<file path="src/rtl/riscv_pkg.sv">
// Shared RV32I/M decode types, opcode constants and small mapping helpers.
package riscv_pkg;

    localparam int RV_XLEN = 32;

    localparam logic [6:0] OP_LUI    = 7'h37;
    localparam logic [6:0] OP_AUIPC  = 7'h17;
    localparam logic [6:0] OP_JAL    = 7'h6F;
    localparam logic [6:0] OP_JALR   = 7'h67;
    localparam logic [6:0] OP_BRANCH = 7'h63;
    localparam logic [6:0] OP_LOAD   = 7'h03;
    localparam logic [6:0] OP_STORE  = 7'h23;
    localparam logic [6:0] OP_IMM    = 7'h13;
    localparam logic [6:0] OP_OP     = 7'h33;
    localparam logic [6:0] OP_FENCE  = 7'h0F;
    localparam logic [6:0] OP_SYSTEM = 7'h73;

    localparam logic [2:0] F3_LB  = 3'b000;
    localparam logic [2:0] F3_LH  = 3'b001;
    localparam logic [2:0] F3_LW  = 3'b010;
    localparam logic [2:0] F3_LBU = 3'b100;
    localparam logic [2:0] F3_LHU = 3'b101;
    localparam logic [2:0] F3_SB  = 3'b000;
    localparam logic [2:0] F3_SH  = 3'b001;
    localparam logic [2:0] F3_SW  = 3'b010;

    localparam logic [6:0] F7_BASE   = 7'h00;
    localparam logic [6:0] F7_ALT    = 7'h20;
    localparam logic [6:0] F7_MULDIV = 7'h01;

    typedef enum logic [4:0] {
        ALU_ADD, ALU_SUB, ALU_SLL, ALU_SLT, ALU_SLTU, ALU_XOR, ALU_SRL, ALU_SRA,
        ALU_OR, ALU_AND, ALU_PASS_B,
        ALU_MUL, ALU_MULH, ALU_MULHSU, ALU_MULHU, ALU_DIV, ALU_DIVU, ALU_REM, ALU_REMU
    } alu_op_e;

    typedef enum logic [1:0] {
        MEM_B = 2'd0,
        MEM_H = 2'd1,
        MEM_W = 2'd2
    } mem_size_e;

    typedef enum logic [1:0] {
        BUF_EMPTY,
        BUF_ONE,
        BUF_TWO
    } buf_state_e;

    typedef struct packed {
        logic [6:0]         opcode;
        logic [4:0]         rd;
        logic [4:0]         rs1;
        logic [4:0]         rs2;
        logic [2:0]         funct3;
        logic [6:0]         funct7;
        alu_op_e            alu_op;
        logic               alu_src_imm;
        logic               alu_src_pc;
        logic               reg_write;
        logic               mem_read;
        logic               mem_write;
        logic               mem_to_reg;
        mem_size_e          mem_size;
        logic               mem_unsigned;
        logic               branch;
        logic               jump;
        logic               uses_rs1;
        logic               uses_rs2;
        logic [RV_XLEN-1:0] imm;
    } decoded_inst_t;

    // Base integer ALU op from funct3; alt selects SUB/SRA on the two funct3 codes that have them.
    function automatic alu_op_e alu_base_op(input logic [2:0] f3, input logic alt);
        case (f3)
            3'b000:  return alt ? ALU_SUB : ALU_ADD;
            3'b001:  return ALU_SLL;
            3'b010:  return ALU_SLT;
            3'b011:  return ALU_SLTU;
            3'b100:  return ALU_XOR;
            3'b101:  return alt ? ALU_SRA : ALU_SRL;
            3'b110:  return ALU_OR;
            default: return ALU_AND;
        endcase
    endfunction

    // RV32M op from funct3.
    function automatic alu_op_e alu_m_op(input logic [2:0] f3);
        case (f3)
            3'b000:  return ALU_MUL;
            3'b001:  return ALU_MULH;
            3'b010:  return ALU_MULHSU;
            3'b011:  return ALU_MULHU;
            3'b100:  return ALU_DIV;
            3'b101:  return ALU_DIVU;
            3'b110:  return ALU_REM;
            default: return ALU_REMU;
        endcase
    endfunction

    // Access size from the low funct3 bits; the unused code 11 reads as a word.
    function automatic mem_size_e mem_size_of(input logic [2:0] f3);
        case (f3[1:0])
            2'b00:   return MEM_B;
            2'b01:   return MEM_H;
            default: return MEM_W;
        endcase
    endfunction

endpackage

</file>
<file path="src/rtl/decode_core.sv">
// Purely combinational RV32I/M instruction decoder with illegal-encoding detection.
module decode_core
    import riscv_pkg::*;
#(
    parameter bit ENABLE_M = 1'b1
) (
    input  logic [31:0]   instr,
    output decoded_inst_t dec,
    output logic          illegal
);

    logic [6:0]         opcode;
    logic [2:0]         funct3;
    logic [6:0]         funct7;
    logic [RV_XLEN-1:0] imm_i;
    logic [RV_XLEN-1:0] imm_s;
    logic [RV_XLEN-1:0] imm_b;
    logic [RV_XLEN-1:0] imm_u;
    logic [RV_XLEN-1:0] imm_j;

    assign opcode = instr[6:0];
    assign funct3 = instr[14:12];
    assign funct7 = instr[31:25];
    assign imm_i  = {{20{instr[31]}}, instr[31:20]};
    assign imm_s  = {{20{instr[31]}}, instr[31:25], instr[11:7]};
    assign imm_b  = {{19{instr[31]}}, instr[31], instr[7], instr[30:25], instr[11:8], 1'b0};
    assign imm_u  = {instr[31:12], 12'h000};
    assign imm_j  = {{11{instr[31]}}, instr[31], instr[19:12], instr[20], instr[30:21], 1'b0};

    // Decode by opcode class, then squash side effects of illegal or rd=x0 instructions.
    always_comb begin
        dec         = '0;
        illegal     = 1'b0;
        dec.opcode  = opcode;
        dec.rd      = instr[11:7];
        dec.rs1     = instr[19:15];
        dec.rs2     = instr[24:20];
        dec.funct3  = funct3;
        dec.funct7  = funct7;
        case (opcode)
            OP_LUI: begin
                dec.alu_op      = ALU_PASS_B;
                dec.alu_src_imm = 1'b1;
                dec.reg_write   = 1'b1;
                dec.imm         = imm_u;
            end
            OP_AUIPC: begin
                dec.alu_src_imm = 1'b1;
                dec.alu_src_pc  = 1'b1;
                dec.reg_write   = 1'b1;
                dec.imm         = imm_u;
            end
            OP_JAL: begin
                dec.alu_src_imm = 1'b1;
                dec.alu_src_pc  = 1'b1;
                dec.reg_write   = 1'b1;
                dec.jump        = 1'b1;
                dec.imm         = imm_j;
            end
            OP_JALR: begin
                dec.alu_src_imm = 1'b1;
                dec.reg_write   = 1'b1;
                dec.jump        = 1'b1;
                dec.uses_rs1    = 1'b1;
                dec.imm         = imm_i;
                illegal         = (funct3 != 3'b000);
            end
            OP_BRANCH: begin
                dec.alu_op   = ALU_SUB;
                dec.branch   = 1'b1;
                dec.uses_rs1 = 1'b1;
                dec.uses_rs2 = 1'b1;
                dec.imm      = imm_b;
                illegal      = (funct3 == 3'b010) || (funct3 == 3'b011);
            end
            OP_LOAD: begin
                dec.alu_src_imm  = 1'b1;
                dec.reg_write    = 1'b1;
                dec.mem_read     = 1'b1;
                dec.mem_to_reg   = 1'b1;
                dec.uses_rs1     = 1'b1;
                dec.imm          = imm_i;
                dec.mem_size     = mem_size_of(funct3);
                dec.mem_unsigned = funct3[2];
                illegal          = !((funct3 == F3_LB) || (funct3 == F3_LH) || (funct3 == F3_LW) ||
                                     (funct3 == F3_LBU) || (funct3 == F3_LHU));
            end
            OP_STORE: begin
                dec.alu_src_imm = 1'b1;
                dec.mem_write   = 1'b1;
                dec.uses_rs1    = 1'b1;
                dec.uses_rs2    = 1'b1;
                dec.imm         = imm_s;
                dec.mem_size    = mem_size_of(funct3);
                illegal         = !((funct3 == F3_SB) || (funct3 == F3_SH) || (funct3 == F3_SW));
            end
            OP_IMM: begin
                dec.alu_op      = alu_base_op(funct3, (funct3 == 3'b101) && funct7[5]);
                dec.alu_src_imm = 1'b1;
                dec.reg_write   = 1'b1;
                dec.uses_rs1    = 1'b1;
                dec.imm         = imm_i;
                if (funct3 == 3'b001) begin
                    illegal = (funct7 != F7_BASE);
                end else if (funct3 == 3'b101) begin
                    illegal = (funct7 != F7_BASE) && (funct7 != F7_ALT);
                end
            end
            OP_OP: begin
                dec.reg_write = 1'b1;
                dec.uses_rs1  = 1'b1;
                dec.uses_rs2  = 1'b1;
                if (ENABLE_M && (funct7 == F7_MULDIV)) begin
                    dec.alu_op = alu_m_op(funct3);
                end else begin
                    dec.alu_op = alu_base_op(funct3, funct7[5]);
                end
                case (funct7)
                    F7_BASE:   illegal = 1'b0;
                    F7_ALT:    illegal = !((funct3 == 3'b000) || (funct3 == 3'b101));
                    F7_MULDIV: illegal = !ENABLE_M;
                    default:   illegal = 1'b1;
                endcase
            end
            OP_FENCE, OP_SYSTEM: begin
                illegal = 1'b0;
            end
            default: begin
                illegal = 1'b1;
            end
        endcase
        if (illegal) begin
            dec.reg_write = 1'b0;
            dec.mem_read  = 1'b0;
            dec.mem_write = 1'b0;
            dec.branch    = 1'b0;
            dec.jump      = 1'b0;
        end
        if (dec.rd == 5'd0) begin
            dec.reg_write = 1'b0;
        end
    end

endmodule

</file>
<file path="src/rtl/decode_stage.sv">
// Registered decode stage: decode_core behind a two-entry skid buffer with flush.
module decode_stage
    import riscv_pkg::*;
#(
    parameter int XLEN     = 32,
    parameter int PC_WIDTH = 32,
    parameter bit ENABLE_M = 1'b1,
    parameter bit SKID_EN  = 1'b1
) (
    input  logic                clk_i,
    input  logic                rst_ni,
    input  logic                flush_i,
    input  logic                in_valid_i,
    output logic                in_ready_o,
    input  logic [31:0]         instruction_i,
    input  logic [PC_WIDTH-1:0] pc_i,
    output logic                out_valid_o,
    input  logic                out_ready_i,
    output logic [PC_WIDTH-1:0] out_pc_o,
    output decoded_inst_t       out_dec_o,
    output logic                illegal_o
);

    if (XLEN != RV_XLEN) begin : g_xlen_check
        $error("decode_stage: XLEN must be 32");
    end

    decoded_inst_t       core_dec;
    logic                core_illegal;
    buf_state_e          state_reg, state_next;
    logic [PC_WIDTH-1:0] out_pc_reg, out_pc_next, skid_pc_reg, skid_pc_next;
    decoded_inst_t       out_dec_reg, out_dec_next, skid_dec_reg, skid_dec_next;
    logic                out_ill_reg, out_ill_next, skid_ill_reg, skid_ill_next;
    logic                in_ready_reg;
    logic                accept;
    logic                drain;

    decode_core #(
        .ENABLE_M (ENABLE_M)
    ) u_decode_core (
        .instr   (instruction_i),
        .dec     (core_dec),
        .illegal (core_illegal)
    );

    assign out_valid_o = (state_reg != BUF_EMPTY);
    assign out_pc_o    = out_pc_reg;
    assign out_dec_o   = out_dec_reg;
    assign illegal_o   = out_ill_reg;
    assign accept      = in_valid_i && in_ready_o;
    assign drain       = out_valid_o && out_ready_i;

    // With the skid entry, ready is a pure register; without it, ready looks through to the sink.
    if (SKID_EN) begin : g_skid_ready
        assign in_ready_o = in_ready_reg;
    end else begin : g_single_ready
        assign in_ready_o = !out_valid_o || out_ready_i;
    end

    // Buffer next-state and data movement; flush empties the buffer and ignores the input.
    always_comb begin
        state_next    = state_reg;
        out_pc_next   = out_pc_reg;
        out_dec_next  = out_dec_reg;
        out_ill_next  = out_ill_reg;
        skid_pc_next  = skid_pc_reg;
        skid_dec_next = skid_dec_reg;
        skid_ill_next = skid_ill_reg;
        if (flush_i) begin
            state_next = BUF_EMPTY;
        end else begin
            case (state_reg)
                BUF_EMPTY: begin
                    if (accept) begin
                        state_next   = BUF_ONE;
                        out_pc_next  = pc_i;
                        out_dec_next = core_dec;
                        out_ill_next = core_illegal;
                    end
                end
                BUF_ONE: begin
                    if (accept && drain) begin
                        out_pc_next  = pc_i;
                        out_dec_next = core_dec;
                        out_ill_next = core_illegal;
                    end else if (accept) begin
                        state_next    = BUF_TWO;
                        skid_pc_next  = pc_i;
                        skid_dec_next = core_dec;
                        skid_ill_next = core_illegal;
                    end else if (drain) begin
                        state_next = BUF_EMPTY;
                    end
                end
                BUF_TWO: begin
                    if (drain) begin
                        state_next   = BUF_ONE;
                        out_pc_next  = skid_pc_reg;
                        out_dec_next = skid_dec_reg;
                        out_ill_next = skid_ill_reg;
                    end
                end
                default: begin
                    state_next = BUF_EMPTY;
                end
            endcase
        end
    end

    // State and data registers; ready is precomputed from the next state so it is registered.
    always_ff @(posedge clk_i) begin
        if (!rst_ni) begin
            state_reg    <= BUF_EMPTY;
            out_pc_reg   <= '0;
            out_dec_reg  <= '0;
            out_ill_reg  <= 1'b0;
            skid_pc_reg  <= '0;
            skid_dec_reg <= '0;
            skid_ill_reg <= 1'b0;
            in_ready_reg <= 1'b1;
        end else begin
            state_reg    <= state_next;
            out_pc_reg   <= out_pc_next;
            out_dec_reg  <= out_dec_next;
            out_ill_reg  <= out_ill_next;
            skid_pc_reg  <= skid_pc_next;
            skid_dec_reg <= skid_dec_next;
            skid_ill_reg <= skid_ill_next;
            in_ready_reg <= (state_next != BUF_TWO);
        end
    end

endmodule

</file>
<file path="config.mk">
export PLATFORM = sky130hd
export DESIGN_NAME = decode_stage
export DESIGN_NICKNAME = d
export VERILOG_FILES = /design/src/rtl/riscv_pkg.sv /design/src/rtl/decode_core.sv /design/src/rtl/decode_stage.sv
export SDC_FILE = /design/constraint.sdc
export NUM_CORES = 1
export LEC_CHECK = 0
export ABC_AREA = 1
export CORE_MARGIN = 1
export CORE_UTILIZATION = 30
export DETAILED_ROUTE_END_ITERATION = 12
export PLACE_DENSITY = 0.48
export SETUP_SLACK_MARGIN = 0.1
export SLEW_MARGIN = 20
export SYNTH_ARGS = -nofsm -noshare
export SYNTH_HDL_FRONTEND = slang
export SYNTH_SLANG_ARGS = --single-unit
</file>
<file path="constraint.sdc">
create_clock -name clk_i -period 4.8 [get_ports clk_i]
set_clock_uncertainty 0.2 [all_clocks]
set_input_delay 1.44 -clock clk_i [delete_from_list [all_inputs] [get_ports clk_i]]
set_output_delay 1.44 -clock clk_i [all_outputs]
set_load 0.01 [all_outputs]
</file>
==> metrics.md, run 1 <==
| Metric | Value |
|---|---|
| R2R setup slack | ~1.9 ns |
| WP data required | 5.07 ns |
| CTS clock-pin slew for the worst setup and hold paths | 0.06 ns |
| Core Box Area | 32,870 µm² |
| Cells after Synth | 1,363 |
| Worst skew pair latency | 0.53 ns |
| Routed wire length | 32.38 mm |
| Fmax | between 0.2 and 0.3 GHz |
| Critical Path End Type | register |
| First-pass GRT wire length | 49.98 mm |
| Vias | about 9,400 |
| Clock Path Buffers | 3 |
| Sequential share of the synthesized area | 46.02% |
| Static Leak | 5.108 nW |
| Fin Hold WS | 0.2423 ns |
| Largest net degree at the start of global routing | 98 |
| Worst Hold Path Cells | 2 |
| Layout cells sized above 1 | ~8.1% |
| RSZ-0062 raised after global routing | false |
| R2r startpoint | state_reg[1]$_SDFF_PN0_ |
| Setup bufs post-CTS | 0 |
| Total GRT Usage | between 10% and 20% |
| Tcrit/Tclk final | a little under three quarters |
| Area Growth Syn to Fin | 29.73% |
| Diodes inserted | 0 |
| Min-delay src | skid_dec_reg[55]$_SDFFE_PN0P_ |
| Worst EP arrival | 3.72 ns |
| Final Hold Vio Count | 0 |
| Fin Setup TNS | 0 ns |
| CTS tree | done |
| Worst Setup Start Kind | primary input |
| Synth warn | 0 |
| CTS Hold Bufs | 0 |
| Final setup fails | 0 |
| Net Count, Synth | 1,437 |
| RR Endpoint | out_dec_o[33]$_SDFFE_PN0P_ |
| Worst hold endpoint | skid_dec_reg[55]$_SDFFE_PN0P_ |
| Die H | roughly 190 µm |
| Die Footprint | around 35,000 µm² |
| Maxcap violations | 0 |
| Synth Cell Area | 10,130 µm² |
| Worst Tran Pin Value | around 1 ns |
| Cell Pwr Density | 346.4 nW/µm² |
| Iteration-0 DRC Markers | roughly 650 |
| Initial Util | 30.84% |
| H-tree depth | 1 |
| Fillcell total | 3,441 |
| FF-to-FF path depth | 6 |
| Crit Path Category | primary input to register |
| Row Count | 66 |
| Netlist cell types | 35 |
| Hpwl dp | around 20 mm |
| Chip Width | about 190 µm |
| Nets | 1,563 |
| Worst VDD drop | 219.7 µV |
| Routed vias/inst | 4.840 |
| Drt drc | 0 |
| I/O Pins | 186 |
| Initial antenna violation count | 0 |
| CP max FO | 13 |
| Final min period | around 3.5 ns |
| Worst Hold Class | register to register |
| Slew Limit Headroom | 31.62% |
| Status | finished clean |
| Remaining global-route overflow | 0 |
| DRT antenna net count | 0 |
| Average routed wire per standard cell | 16.60 µm |
| Synth Area per Inst | 7.436 µm² |
| FF+latch count, synth | 233 |
| Max Slew Vio Count | 0 |
| Port Buffers | 185 |
| CTS Buf Count | 27 |
| DRT Pass-1 Iters | 5 |
| CTS root buffer | clkbuf_16 |
| Resized cells post-CTS | 0 |
| Vias in the first global route | 8,520 |
| CTS Sinks | 233 |
| Gp weighted congestion | about 0.91 |
-- cell families after synthesis --
logic type | share of synthesized area (%)
fa+ha+maj | 0.6173
flops | 46.02
simple gates | 17.04
buf+inv | 8.704
compound gates | 27.62
-- cell usage after synthesis (all sizes together) --
master	count	share of area, %
dfxtp	233	46
o221ai	1	0.086
ha	5	0.62
inv	117	4.4
clkbuf	76	2.8
nand3	38	2.4
o21bai	31	2.3
o22ai	6	0.37
buf	27	1.4
nor3b	1	0.12
nor3	3	0.15
nand4	4	0.31
nor2	45	2.2
a21oi	181	9.5
nand2	307	12
a31oi	64	4.0
o21ai	220	11
o21a	2	0.15
clkinv	2	0.074
-- cell usage in the layout (no fill, tap or decap), types with 5 or more instances in the layout --
| cell type | n |
|---|---|
| a21oi_1 | 166 |
| a21oi_2 | 15 |
| a31oi_1 | 64 |
| buf_4 | 12 |
| clkbuf_1 | 9 |
| clkbuf_16 | 27 |
| clkbuf_8 | 6 |
| clkdlybuf4s50_1 | 184 |
| dfxtp_1 | 233 |
| ha_1 | 5 |
| inv_1 | 109 |
| inv_2 | 5 |
| nand2_1 | 297 |
| nand2_4 | 6 |
| nand3_1 | 29 |
| nand3_2 | 8 |
| nor2_1 | 35 |
| nor2_4 | 5 |
| o21ai_0 | 208 |
| o21ai_2 | 11 |
| o21bai_1 | 31 |
| o22ai_1 | 6 |
-- metrics by stage --
stage	util [%]	cells	instance area [µm²]	total power, mW	setup slack (ns)
after floorplan	-	1363	10130	2.321	1.909
after global routing	40.00	1951	13150	4.752	1.178
after CTS	40.00	1951	13150	4.616	1.334
after global placement	37.39	1902	12290	2.607	0.8352
after detailed placement	37.39	1902	12290	2.606	0.7863
final	40.00	1951	13150	4.554	1.349
-- power breakdown --
part	internal (mW)	switching [mW]	total, mW	leakage, nW
clock network	1.18	0.810	1.99	0.421
logic	0.235	0.274	0.509	2.79
registers	2.01	0.0416	2.05	1.90
-- worst max-delay path: stages --
cell,delay (ns)
clkdlybuf4s50_1,0.50
nand2_1,0.17
nor2_2,0.31
nand3_2,0.41
nand2_4,0.26
inv_4,0.07
nand2_4,0.06
nor2_4,0.05
nor2_8,0.19
nand3_2,0.09
a21oi_2,0.14
-- cell type report --
type | instances | area [µm²] | area share (%)
multi-input cells | 908 | 4603 | 35.01
repair buffers | 200 | 2012 | 15.30
inverters | 119 | 456.7 | 3.474
clock inverters | 7 | 66.31 | 0.5044
well taps | 442 | 553.0 | 4.206
clock buffers | 42 | 792.0 | 6.024
flip-flops and latches | 233 | 4664 | 35.48
-- worst max path at each step --
stage / slack (ns) / depth (start not counted) / start / endpoint
2_1_floorplan: 1.91 / 12 / instruction_i[13] / out_dec_o[34]$_SDFFE_PN0P_
3_3_place_gp: 0.84 / 11 / instruction_i[1] / out_dec_o[34]$_SDFFE_PN0P_
3_5_place_dp: 0.79 / 11 / instruction_i[1] / out_dec_o[34]$_SDFFE_PN0P_
4_1_cts: 1.33 / 11 / instruction_i[1] / out_dec_o[34]$_SDFFE_PN0P_
5_1_grt: 1.18 / 12 / instruction_i[3] / out_dec_o[40]$_SDFFE_PN0P_
6_report: 1.35 / 11 / instruction_i[1] / out_dec_o[34]$_SDFFE_PN0P_
-- routing by layer --
| metal | wire, µm | GRT usage, % |
|---|---|---|
| met1 | 15690 | 25.94 |
| met2 | 14510 | 28.94 |
| met3 | 1433 | 2.583 |
| met4 | 743 | 4.787 |
| met5 | 0 | 0 |
Power figures use the tool's default switching activity.
==> inputs of run 2 (changes only) <==
clock period = 3.25 ns   (was 4.8 ns; I/O delays follow)
==> run 2 against run 1 <==
Final area increased by 3.0%. Critical path depth decreased by 8. First-iteration DRC count decreased by 1.6%. Utilization increased by 1.2 points. Cell count increased by 1.8%. Combinational power increased by 54%. Critical endpoint is now out_valid_o. Die area unchanged. Sequential share of layout area decreased by 1.0 points. Sequential cell count unchanged. Clock power increased by 54%. Non-clock buffer count increased by 36. Largest power group is now clock.
==> metrics.md, run 2 (synthesis gave the netlist of run 1 again) <==
| Metric | Value |
|---|---|
| Core Box Area | 32,870 µm² |
| Diodes inserted | 0 |
| Area of the multi-input gates | 4603 µm² |
| Nets | 1,599 |
| WP depth | 3 |
| CTS Sinks | 233 |
| Routed wire length | 32.93 mm |
| Worst skew pair latency | 0.53 ns |
| H-tree depth | 1 |
| Largest stage delay, worst path | 0.56 ns |
| R2R setup slack | ~1.3 ns |
| Worst VDD drop | 349.7 µV |
| CP max FO | 3 |
| Worst hold endpoint | skid_dec_reg[63]$_SDFFE_PN0P_ |
| Sw frac | 24.45% |
| Critical-path cell list | inv_1 > nand2_1 > clkdlybuf4s50_1 |
| Chip Width | about 190 µm |
| Setup bufs post-CTS | 0 |
| Logic gate share of total power | 11.4% |
| CTS clock-pin slew for the worst setup and hold paths | 0.06 ns |
| Inst Count DP | 1,938 |
| Clock Path Buffers | 3 |
| Cell Pwr Density | 508.1 nW/µm² |
| CTS Buf Count | 27 |
| Worst Tran Pin Value | 0.6387 ns |
| Iteration-0 DRC Markers | 635 |
| Fillcell total | 3,402 |
| Worst EP arrival | between 1.5 and 2 ns |
| Remaining global-route overflow | 0 |
| Critical Path End Type | output port |
| I/O Pins | 186 |
| Gp weighted congestion | 0.8100 |
| Initial Util | 30.84% |
| Largest net degree at the start of global routing | 138 |
| Static Leak | about 5.3 nW |
| CTS tree | done |
| R2r startpoint | state_reg[0]$_SDFF_PN0_ |
| DRT Pass-1 Iters | 5 |
| Tcrit/Tclk final | between 80 and 90% |
| Reg power frac | 44.0% |
| Design Power | 6.883 mW |
| Final min period | 2.827 ns |
| Clock share of power | 44.6% |
| Layout cells sized above 1 | around a tenth |
| Maxcap violations | 0 |
| Worst Hold Class | register to register |
| Area Growth Syn to Fin | 33.65% |
| Bufs and invs on worst path | 2 |
| CTS Hold Bufs | 0 |
| Average routed wire per standard cell | 16.58 µm |
| Routed vias/inst | 4.806 |
| Row Count | 66 |
| Slew Limit Headroom | 57.42% |
| First-pass GRT wire length | 51.77 mm |
| Initial antenna violation count | 0 |
| Min-delay src | skid_dec_reg[63]$_SDFFE_PN0P_ |
| Final Hold Vio Count | 0 |
| Worst Hold Path Cells | 2 |
| CTS root buffer | clkbuf_16 |
| Die H | 185.8 µm |
| Switching pwr | 1.683 mW |
| Vias in the first global route | 8,900 |
| FF/Latch Area | about 4700 µm² |
| Final Core Density | 41.21% |
| WP data required | 2.07 ns |
| Die Footprint | between 30,000 and 40,000 µm² |
| Fmax | ~0.35 GHz |
| Hpwl dp | ~21 mm |
| Slowest cell on crit path | clkdlybuf4s50_1 |
| Crit path max-delay family | buffers and inverters |
| Final setup fails | 0 |
| RR Endpoint | skid_dec_reg[41]$_SDFFE_PN0P_ |
| FF-to-FF path depth | 7 |
| P_int | 5.200 mW |
| Max Slew Vio Count | 0 |
| Worst Setup Start Kind | register |
| Status | finished clean |
| Most frequent cells in the layout | nand2_1 (297), dfxtp_1 (233), o21ai_0 (208), clkdlybuf4s50_1 (184), a21oi_1 (166) |
| Drt drc | 0 |
| Crit Path Category | register to output port |
| Resized cells post-CTS | 0 |
| Commonest non-fill, non-tap cell in the layout | nand2_1 |
| RSZ-0062 raised after global routing | false |
| Port Buffers | 185 |
| Total GRT Usage | between 10% and 20% |
| Vias | 9,545 |
| Final Non-Filler Cells | 1,986 |
| DRT antenna net count | 0 |
| Fin Hold WS | 0.2436 ns |
## run 2: worst reg2reg max path: cells and delay by family (launching register included)
kind | cells | cell delay [ns]
buffers and inverters | 2 | 0.34
AO/OA/AOI/OAI | 1 | 0.07
flip-flops | 1 | 0.38
AND/OR/NAND/NOR | 4 | 0.94
## run 2: cell type report
type / instances / share of cell area (%)
clock buffers: 40 / 5.939
clock inverters: 8 / 0.6928
inverters: 119 / 3.372
multi-input cells: 908 / 33.98
flip-flops and latches: 233 / 34.44
well taps: 442 / 4.083
repair buffers: 236 / 17.49
## run 2: worst max-delay path by stage
stage	from	endpoint	slack, ns
4_1_cts	state_reg[0]$_SDFF_PN0_	out_valid_o	0.40
3_5_place_dp	instruction_i[13]	out_dec_o[42]$_SDFFE_PN0P_	0.02
3_3_place_gp	instruction_i[12]	out_dec_o[48]$_SDFFE_PN0P_	-0.03
5_1_grt	state_reg[0]$_SDFF_PN0_	out_valid_o	0.33
2_1_floorplan	instruction_i[13]	out_dec_o[34]$_SDFFE_PN0P_	0.82
6_report	state_reg[1]$_SDFF_PN0_	out_valid_o	0.42
## run 2: power by group through the flow
stage	registers [mW]	clock network (mW)	logic (mW)
finish	3.03	3.07	0.783
global route	3.04	3.29	0.860
CTS	3.03	3.16	0.795
detailed placement	3.09	0	0.790
global placement	3.09	0	0.792
floorplan	3.12	0	0.305
## run 2: stage by stage
stage               cell area [µm²]   TNS, ns  setup slack [ns]
floorplan                     10130         0            0.8237
global placement              12650  -0.02505          -0.02505
detailed placement            12650         0           0.01872
CTS                           13550         0            0.3969
global route                  13550         0            0.3328
finish                        13550         0            0.4232
## run 2: per-layer routing
layer	routed length, µm	GRT usage [%]	part of all wire [%]
met4	324	3.475	0.98
met5	0	0	0
met3	1448	2.759	4.4
met2	15210	30.63	46
met1	15950	26.91	48
